File: config.mk
export PLATFORM = sky130hd
export DESIGN_NAME = hash_host_drv_flat
export DESIGN_NICKNAME = d
export VERILOG_FILES = /design/src/rtl/hash_host_drv_if.sv /design/src/rtl/hash_host_drv.sv /design/src/flat_wrapper.sv
export SDC_FILE = /design/constraint.sdc
export NUM_CORES = 1
export LEC_CHECK = 0
export ABC_CLOCK_PERIOD_IN_PS = 4000
export BUFFER_PORTS_ARGS = -buffer_cell sky130_fd_sc_hd__clkbuf_2
export CELL_PAD_IN_SITES_DETAIL_PLACEMENT = 0
export CELL_PAD_IN_SITES_GLOBAL_PLACEMENT = 1
export CORE_MARGIN = 2
export CORE_UTILIZATION = 24
export DETAILED_ROUTE_END_ITERATION = 8
export GPL_ROUTABILITY_DRIVEN = 1
export HOLD_SLACK_MARGIN = 0.12
export PLACE_DENSITY = 0.65
export SETUP_SLACK_MARGIN = 0.4
export SYNTH_ARGS = -nofsm -noshare
export SYNTH_HDL_FRONTEND = slang
export SYNTH_SLANG_ARGS = --single-unit
File: constraint.sdc
create_clock -name clk -period 4 [get_ports clk]
set_input_delay 0.2 -clock clk [delete_from_list [all_inputs] [get_ports clk]]
set_output_delay 0.2 -clock clk [all_outputs]
set_load 0.005 [all_outputs]
File: src/rtl/hash_host_drv_if.sv
// hash_host_drv_if: host byte stream, hasher byte/digest links and status for hash_host_drv
interface hash_host_drv_if #(parameter int W = 32);
  logic [7:0]     s_data;
  logic           s_valid;
  logic           s_last;
  logic           s_ready;
  logic           empty_req;
  logic [7:0]     h_data;
  logic           h_dv;
  logic           h_drdy;
  logic           h_start;
  logic           h_finish;
  logic [7:0]     d_data;
  logic           d_dv;
  logic           d_end;
  logic [W*8-1:0] digest;
  logic           digest_valid;
  logic           busy;
  logic           err;
  modport slave (
    input  s_data, s_valid, s_last, empty_req, h_drdy, d_data, d_dv, d_end,
    output s_ready, h_data, h_dv, h_start, h_finish, digest, digest_valid, busy, err
  );
  modport master (
    output s_data, s_valid, s_last, empty_req, h_drdy, d_data, d_dv, d_end,
    input  s_ready, h_data, h_dv, h_start, h_finish, digest, digest_valid, busy, err
  );
endinterface

File: src/rtl/hash_host_drv.sv
// hash_host_drv: drives the hasher start/data/finish sequence and collects the LSB-first digest
module hash_host_drv #(
  parameter int W = 32
) (
  input  logic        clk,
  input  logic        rst_n,
  hash_host_drv_if.slave bus
);
  localparam int CW = $clog2(W) + 1;
  localparam logic [2:0] IDLE   = 3'd0;
  localparam logic [2:0] START  = 3'd1;
  localparam logic [2:0] STREAM = 3'd2;
  localparam logic [2:0] FIN    = 3'd3;
  localparam logic [2:0] WAIT   = 3'd4;
  logic [2:0]     state_q, state_d;
  logic           empty_q, empty_d;
  logic           dvalid_q, dvalid_d;
  logic           err_q, err_d;
  logic           busy_q, busy_d;
  logic [CW-1:0]  cnt_q, cnt_d;
  logic [W*8-1:0] dig_q, dig_d;
  logic           in_stream, hs, wth;
  always_comb begin
    in_stream = state_q == STREAM;
    hs        = in_stream & bus.s_valid & bus.h_drdy;
    wth       = cnt_q == CW'(W - 1);
    state_d   = state_q;
    empty_d   = empty_q;
    dvalid_d  = dvalid_q;
    err_d     = err_q;
    cnt_d     = cnt_q;
    dig_d     = dig_q;
    case (state_q)
      IDLE: begin
        state_d = (bus.s_valid | bus.empty_req) ? START : IDLE;
        empty_d = bus.empty_req & ~bus.s_valid;
      end
      START: begin
        state_d  = empty_q ? FIN : STREAM;
        dvalid_d = 1'b0;
        err_d    = 1'b0;
        cnt_d    = '0;
      end
      STREAM: state_d = (hs & bus.s_last) ? WAIT : STREAM;
      FIN: begin
        state_d = WAIT;
        empty_d = 1'b0;
      end
      WAIT: if (bus.d_dv) begin
        dig_d = {bus.d_data, dig_q[W*8-1:8]};
        cnt_d = (cnt_q == CW'(W)) ? cnt_q : cnt_q + 1'b1;
        // a W-th byte without d_end is a framing error, but we still wait for d_end
        if (bus.d_end) begin
          state_d  = IDLE;
          dvalid_d = wth;
          err_d    = err_q | ~wth;
        end else if (wth) begin
          err_d = 1'b1;
        end
      end
      default: state_d = IDLE;
    endcase
    if (bus.d_dv && state_q != WAIT) err_d = 1'b1;
    busy_d = state_d != IDLE;
  end
  always_ff @(posedge clk or negedge rst_n) begin
    if (!rst_n) begin
      state_q  <= IDLE;
      empty_q  <= 1'b0;
      dvalid_q <= 1'b0;
      err_q    <= 1'b0;
      busy_q   <= 1'b0;
      cnt_q    <= '0;
      dig_q    <= '0;
    end else begin
      state_q  <= state_d;
      empty_q  <= empty_d;
      dvalid_q <= dvalid_d;
      err_q    <= err_d;
      busy_q   <= busy_d;
      cnt_q    <= cnt_d;
      dig_q    <= dig_d;
    end
  end
  assign bus.s_ready      = in_stream & bus.h_drdy;
  assign bus.h_dv         = hs;
  assign bus.h_data       = in_stream ? bus.s_data : 8'h00;
  assign bus.h_start      = state_q == START;
  assign bus.h_finish     = (hs & bus.s_last) | (state_q == FIN);
  assign bus.digest       = dig_q;
  assign bus.digest_valid = dvalid_q;
  assign bus.busy         = busy_q;
  assign bus.err          = err_q;
endmodule
File: src/flat_wrapper.sv
// flat-port wrapper written by rule: the top's interface ports become plain ports
module hash_host_drv_flat 
#(
  parameter int W = 32
)
  (clk, rst_n, bus_s_data, bus_s_valid, bus_s_last, bus_empty_req, bus_h_drdy, bus_d_data, bus_d_dv, bus_d_end, bus_s_ready, bus_h_data, bus_h_dv, bus_h_start, bus_h_finish, bus_digest, bus_digest_valid, bus_busy, bus_err);
  hash_host_drv_if #(.W(W)) bus_i ();
  input  logic clk;
  input  logic rst_n;
  input wire logic [$bits(bus_i.s_data)-1:0] bus_s_data;
  input wire logic [$bits(bus_i.s_valid)-1:0] bus_s_valid;
  input wire logic [$bits(bus_i.s_last)-1:0] bus_s_last;
  input wire logic [$bits(bus_i.empty_req)-1:0] bus_empty_req;
  input wire logic [$bits(bus_i.h_drdy)-1:0] bus_h_drdy;
  input wire logic [$bits(bus_i.d_data)-1:0] bus_d_data;
  input wire logic [$bits(bus_i.d_dv)-1:0] bus_d_dv;
  input wire logic [$bits(bus_i.d_end)-1:0] bus_d_end;
  output wire logic [$bits(bus_i.s_ready)-1:0] bus_s_ready;
  output wire logic [$bits(bus_i.h_data)-1:0] bus_h_data;
  output wire logic [$bits(bus_i.h_dv)-1:0] bus_h_dv;
  output wire logic [$bits(bus_i.h_start)-1:0] bus_h_start;
  output wire logic [$bits(bus_i.h_finish)-1:0] bus_h_finish;
  output wire logic [$bits(bus_i.digest)-1:0] bus_digest;
  output wire logic [$bits(bus_i.digest_valid)-1:0] bus_digest_valid;
  output wire logic [$bits(bus_i.busy)-1:0] bus_busy;
  output wire logic [$bits(bus_i.err)-1:0] bus_err;
  assign bus_i.s_data = bus_s_data;
  assign bus_i.s_valid = bus_s_valid;
  assign bus_i.s_last = bus_s_last;
  assign bus_i.empty_req = bus_empty_req;
  assign bus_i.h_drdy = bus_h_drdy;
  assign bus_i.d_data = bus_d_data;
  assign bus_i.d_dv = bus_d_dv;
  assign bus_i.d_end = bus_d_end;
  assign bus_s_ready = bus_i.s_ready;
  assign bus_h_data = bus_i.h_data;
  assign bus_h_dv = bus_i.h_dv;
  assign bus_h_start = bus_i.h_start;
  assign bus_h_finish = bus_i.h_finish;
  assign bus_digest = bus_i.digest;
  assign bus_digest_valid = bus_i.digest_valid;
  assign bus_busy = bus_i.busy;
  assign bus_err = bus_i.err;
  hash_host_drv #(.W(W)) u_core (.clk(clk), .rst_n(rst_n), .bus(bus_i));
endmodule
==> metrics.csv <==
metric,value,unit
outcome,finished clean,
start_util,0.242,
synth_common_cells,"nand2_1 (775), dfrtp_1 (269), buf_2 (51), and2_1 (9), clkbuf_1 (8)",
yosys_warnings,0,
drcViolationCount,0,
clock_latency,0.52,ns
min_path_type,primary input to async pin,
relSlewSlack,0.385,
power_density,518,mW/mm²
grt_pass1_vias,8220,
fin_skew,0.0114,ns
worstMarginPinSlew,0.923,ns
synth_largest_area_cell,dfrtp_1,
ys_seq_elements,269,
async_flop_share,1.00,
portBuffers,294,
cp-start-kind,register,
cpPeakStageDelay,0.54,ns
synthFlopType,dfrtp_1,
wire_per_inst,14.9,µm
die_height,212,µm
setup_viol_count_final,0,
p_int,5.14,mW
grt_use_total,0.137,
syn_nets,1196,
insertedDiodeCount,0,
ys_types,36,
rsz0062_at_grt,no,
drv_slew,0,
period_needed,2.33,ns
drive_gt1_frac,0.241,
via_per_inst,4.08,
clock_sinks,269,
io_pins,295,
synth_area,0.0104,mm²
combPwrFrac,0.134,
yosys-top-cells-area,"dfrtp_1 (65%), nand2_1 (28%), buf_2 (2.5%)",
synth.top_cell.area_share,0.649,
cp.required,4.40,ns
synth_cells,1170,
holdWs,0.303,ns
seq_power_share,0.438,
fp.dieW,212,µm
antenna_found_initial,0,
first_iter_violations,567,
fmax,0.429,GHz
fp.dieArea,0.0449,mm²
crit_path_end_kind,register,
cts_root_buf,clkbuf_16,
dp_hpwl,20200,µm
cp_slowest_cell,nor3b_4,
critPathArrivalTime,2.74,ns
gr-total-overflow,0,
drv_cap,0,
syn_to_final_growth,32.4,%
hold_violations,0,
synth.avg_cell_area,8.86,µm²
gp_congestion,0.750,
crit_top_cell,nand2_1,
synth_edf_count,0,
crit_fanout,68,
cts.path.max_buffers,3,
post-route-period-util,0.583,
via_count,8452,
core,0.0429,mm²
cts.clk_slew.worst_paths,0.06,ns
nets,1494,
cts_tree,yes,
first_pass_iters,4,
yosysMostFrequentCell,nand2_1,
htreeDepth,2,
peakVddDrop,0.248,mV
worstPathCellList,nor3b_4 > nand2_8 > buf_4 > nand2_1 > nand2_1,
numCtsBuffers,34,
antenna_left,0,
seq_area_frac_synth,0.649,
worst-setup-path-type,register to register,
reg2reg_depth,5,
p_leak,8.06,nW
fin_tns_setup,0,ns
routed_wl,30900,µm
switching_share,0.277,
p_switching,1.97,mW
grt_first_pass_wirelength,47900,µm
grt_max_degree,131,
rows,76,
clkPwrFrac,0.428,
==> logic make-up after synthesis <==
logic type | count (synthesis) | synth area share
and+or+nand+nor | 812 | 0.303
AOI/OAI and AO/OA | 20 | 0.0128
adders and majority gates | 2 | 0.00241
buffers and inverters | 64 | 0.0301
xor gates and xnor gates | 3 | 0.00254
DFF | 269 | 0.649
==> state kept, by name, summed over array words and instances (netlist names) <==
name                     flops
u_core.cnt_q                 6
u_core.bus.busy              1
u_core.bus.digest          256
u_core.state_q               3
u_core.empty_q               1
u_core.bus.err               1
u_core.bus.digest_valid      1
==> cell type report <==
class | instances | area [µm²]
repair buffers | 322 | 1800
multi-input cells | 837 | 3350
clock inverters | 9 | 126
well taps | 585 | 732
inverters | 4 | 15.0
flip-flops and latches | 269 | 6730
fillers | 4583 | 29200
clock buffers | 46 | 967
==> critical path: cells and delay by family (launching register included) <==
kind                   cells  cell delay (ns)
flip-flops                 1             0.53
buffers and inverters      1             0.45
AND/OR/NAND/NOR            4             1.15
==> layout by cell type, fill, tap and decap left out, drive strengths merged, types with 3 or more instances in the layout <==
master,n
o21ai,7
dfrtp,269
nand3,5
buf,11
clkinv,4
clkbuf,339
and2,9
inv,5
nor2,7
dlygate4sd3,18
nand2,776
bufinv,3
a21oi,4
==> final timing paths <==
kind,startpoint,endpoint,slack [ns]
min in group clk,bus_d_data[3],u_core.bus.digest[251]$_DFFE_PN0P_,0.41
max reg2reg,u_core.state_q[0]$_DFF_PN0_,u_core.bus.digest[112]$_DFFE_PN0P_,1.67
max in group asynchronous,rst_n,u_core.bus.digest[64]$_DFFE_PN0P_,2.73
min reg2reg,u_core.bus.digest[2]$_DFFE_PN0P_,u_core.bus.digest[2]$_DFFE_PN0P_,0.48
max,u_core.state_q[0]$_DFF_PN0_,u_core.bus.digest[112]$_DFFE_PN0P_,1.67
min,rst_n,u_core.bus.digest[148]$_DFFE_PN0P_,0.30
==> power groups by stage <==
stage,clock network [mW],registers [mW],logic (mW)
final,3.04,3.12,0.952
after global routing,3.28,3.15,1.08
after CTS,3.17,3.12,0.975
after detailed placement,0,3.16,0.946
after global placement,0,3.16,0.940
after floorplan,0,3.12,0.522
==> repair_timing <==
action / 4_1_cts / 5_1_grt
hold buffers: 18 / 0
endpoints found under the hold margin: 120 / 0
setup buffers: 0 / 0
resized for setup: 0 / 0
==> per-layer routing <==
| metal | up-vias | GRT usage | part of all wire |
|---|---|---|---|
| li1 | 4158 | - | - |
| met1 | 4040 | 0.179 | 0.44 |
| met2 | 223 | 0.211 | 0.46 |
| met3 | 31 | 0.0470 | 0.080 |
| met4 | 0 | 0.0461 | 0.019 |
| met5 | - | 0 | 0 |
==> metrics by stage <==
step	std cells	setup WS [ns]	total power [mW]	util	cell area (µm²)
3_3_place_gp	1999	1.78	4.10	0.290	12400
2_1_floorplan	1170	2.42	3.65	-	10400
6_report	2072	1.67	7.11	0.320	13700
3_5_place_dp	1999	1.73	4.11	0.290	12400
4_1_cts	2072	1.70	7.26	0.320	13700
5_1_grt	2072	1.52	7.51	0.320	13700
(Power assumes the default switching activity.)
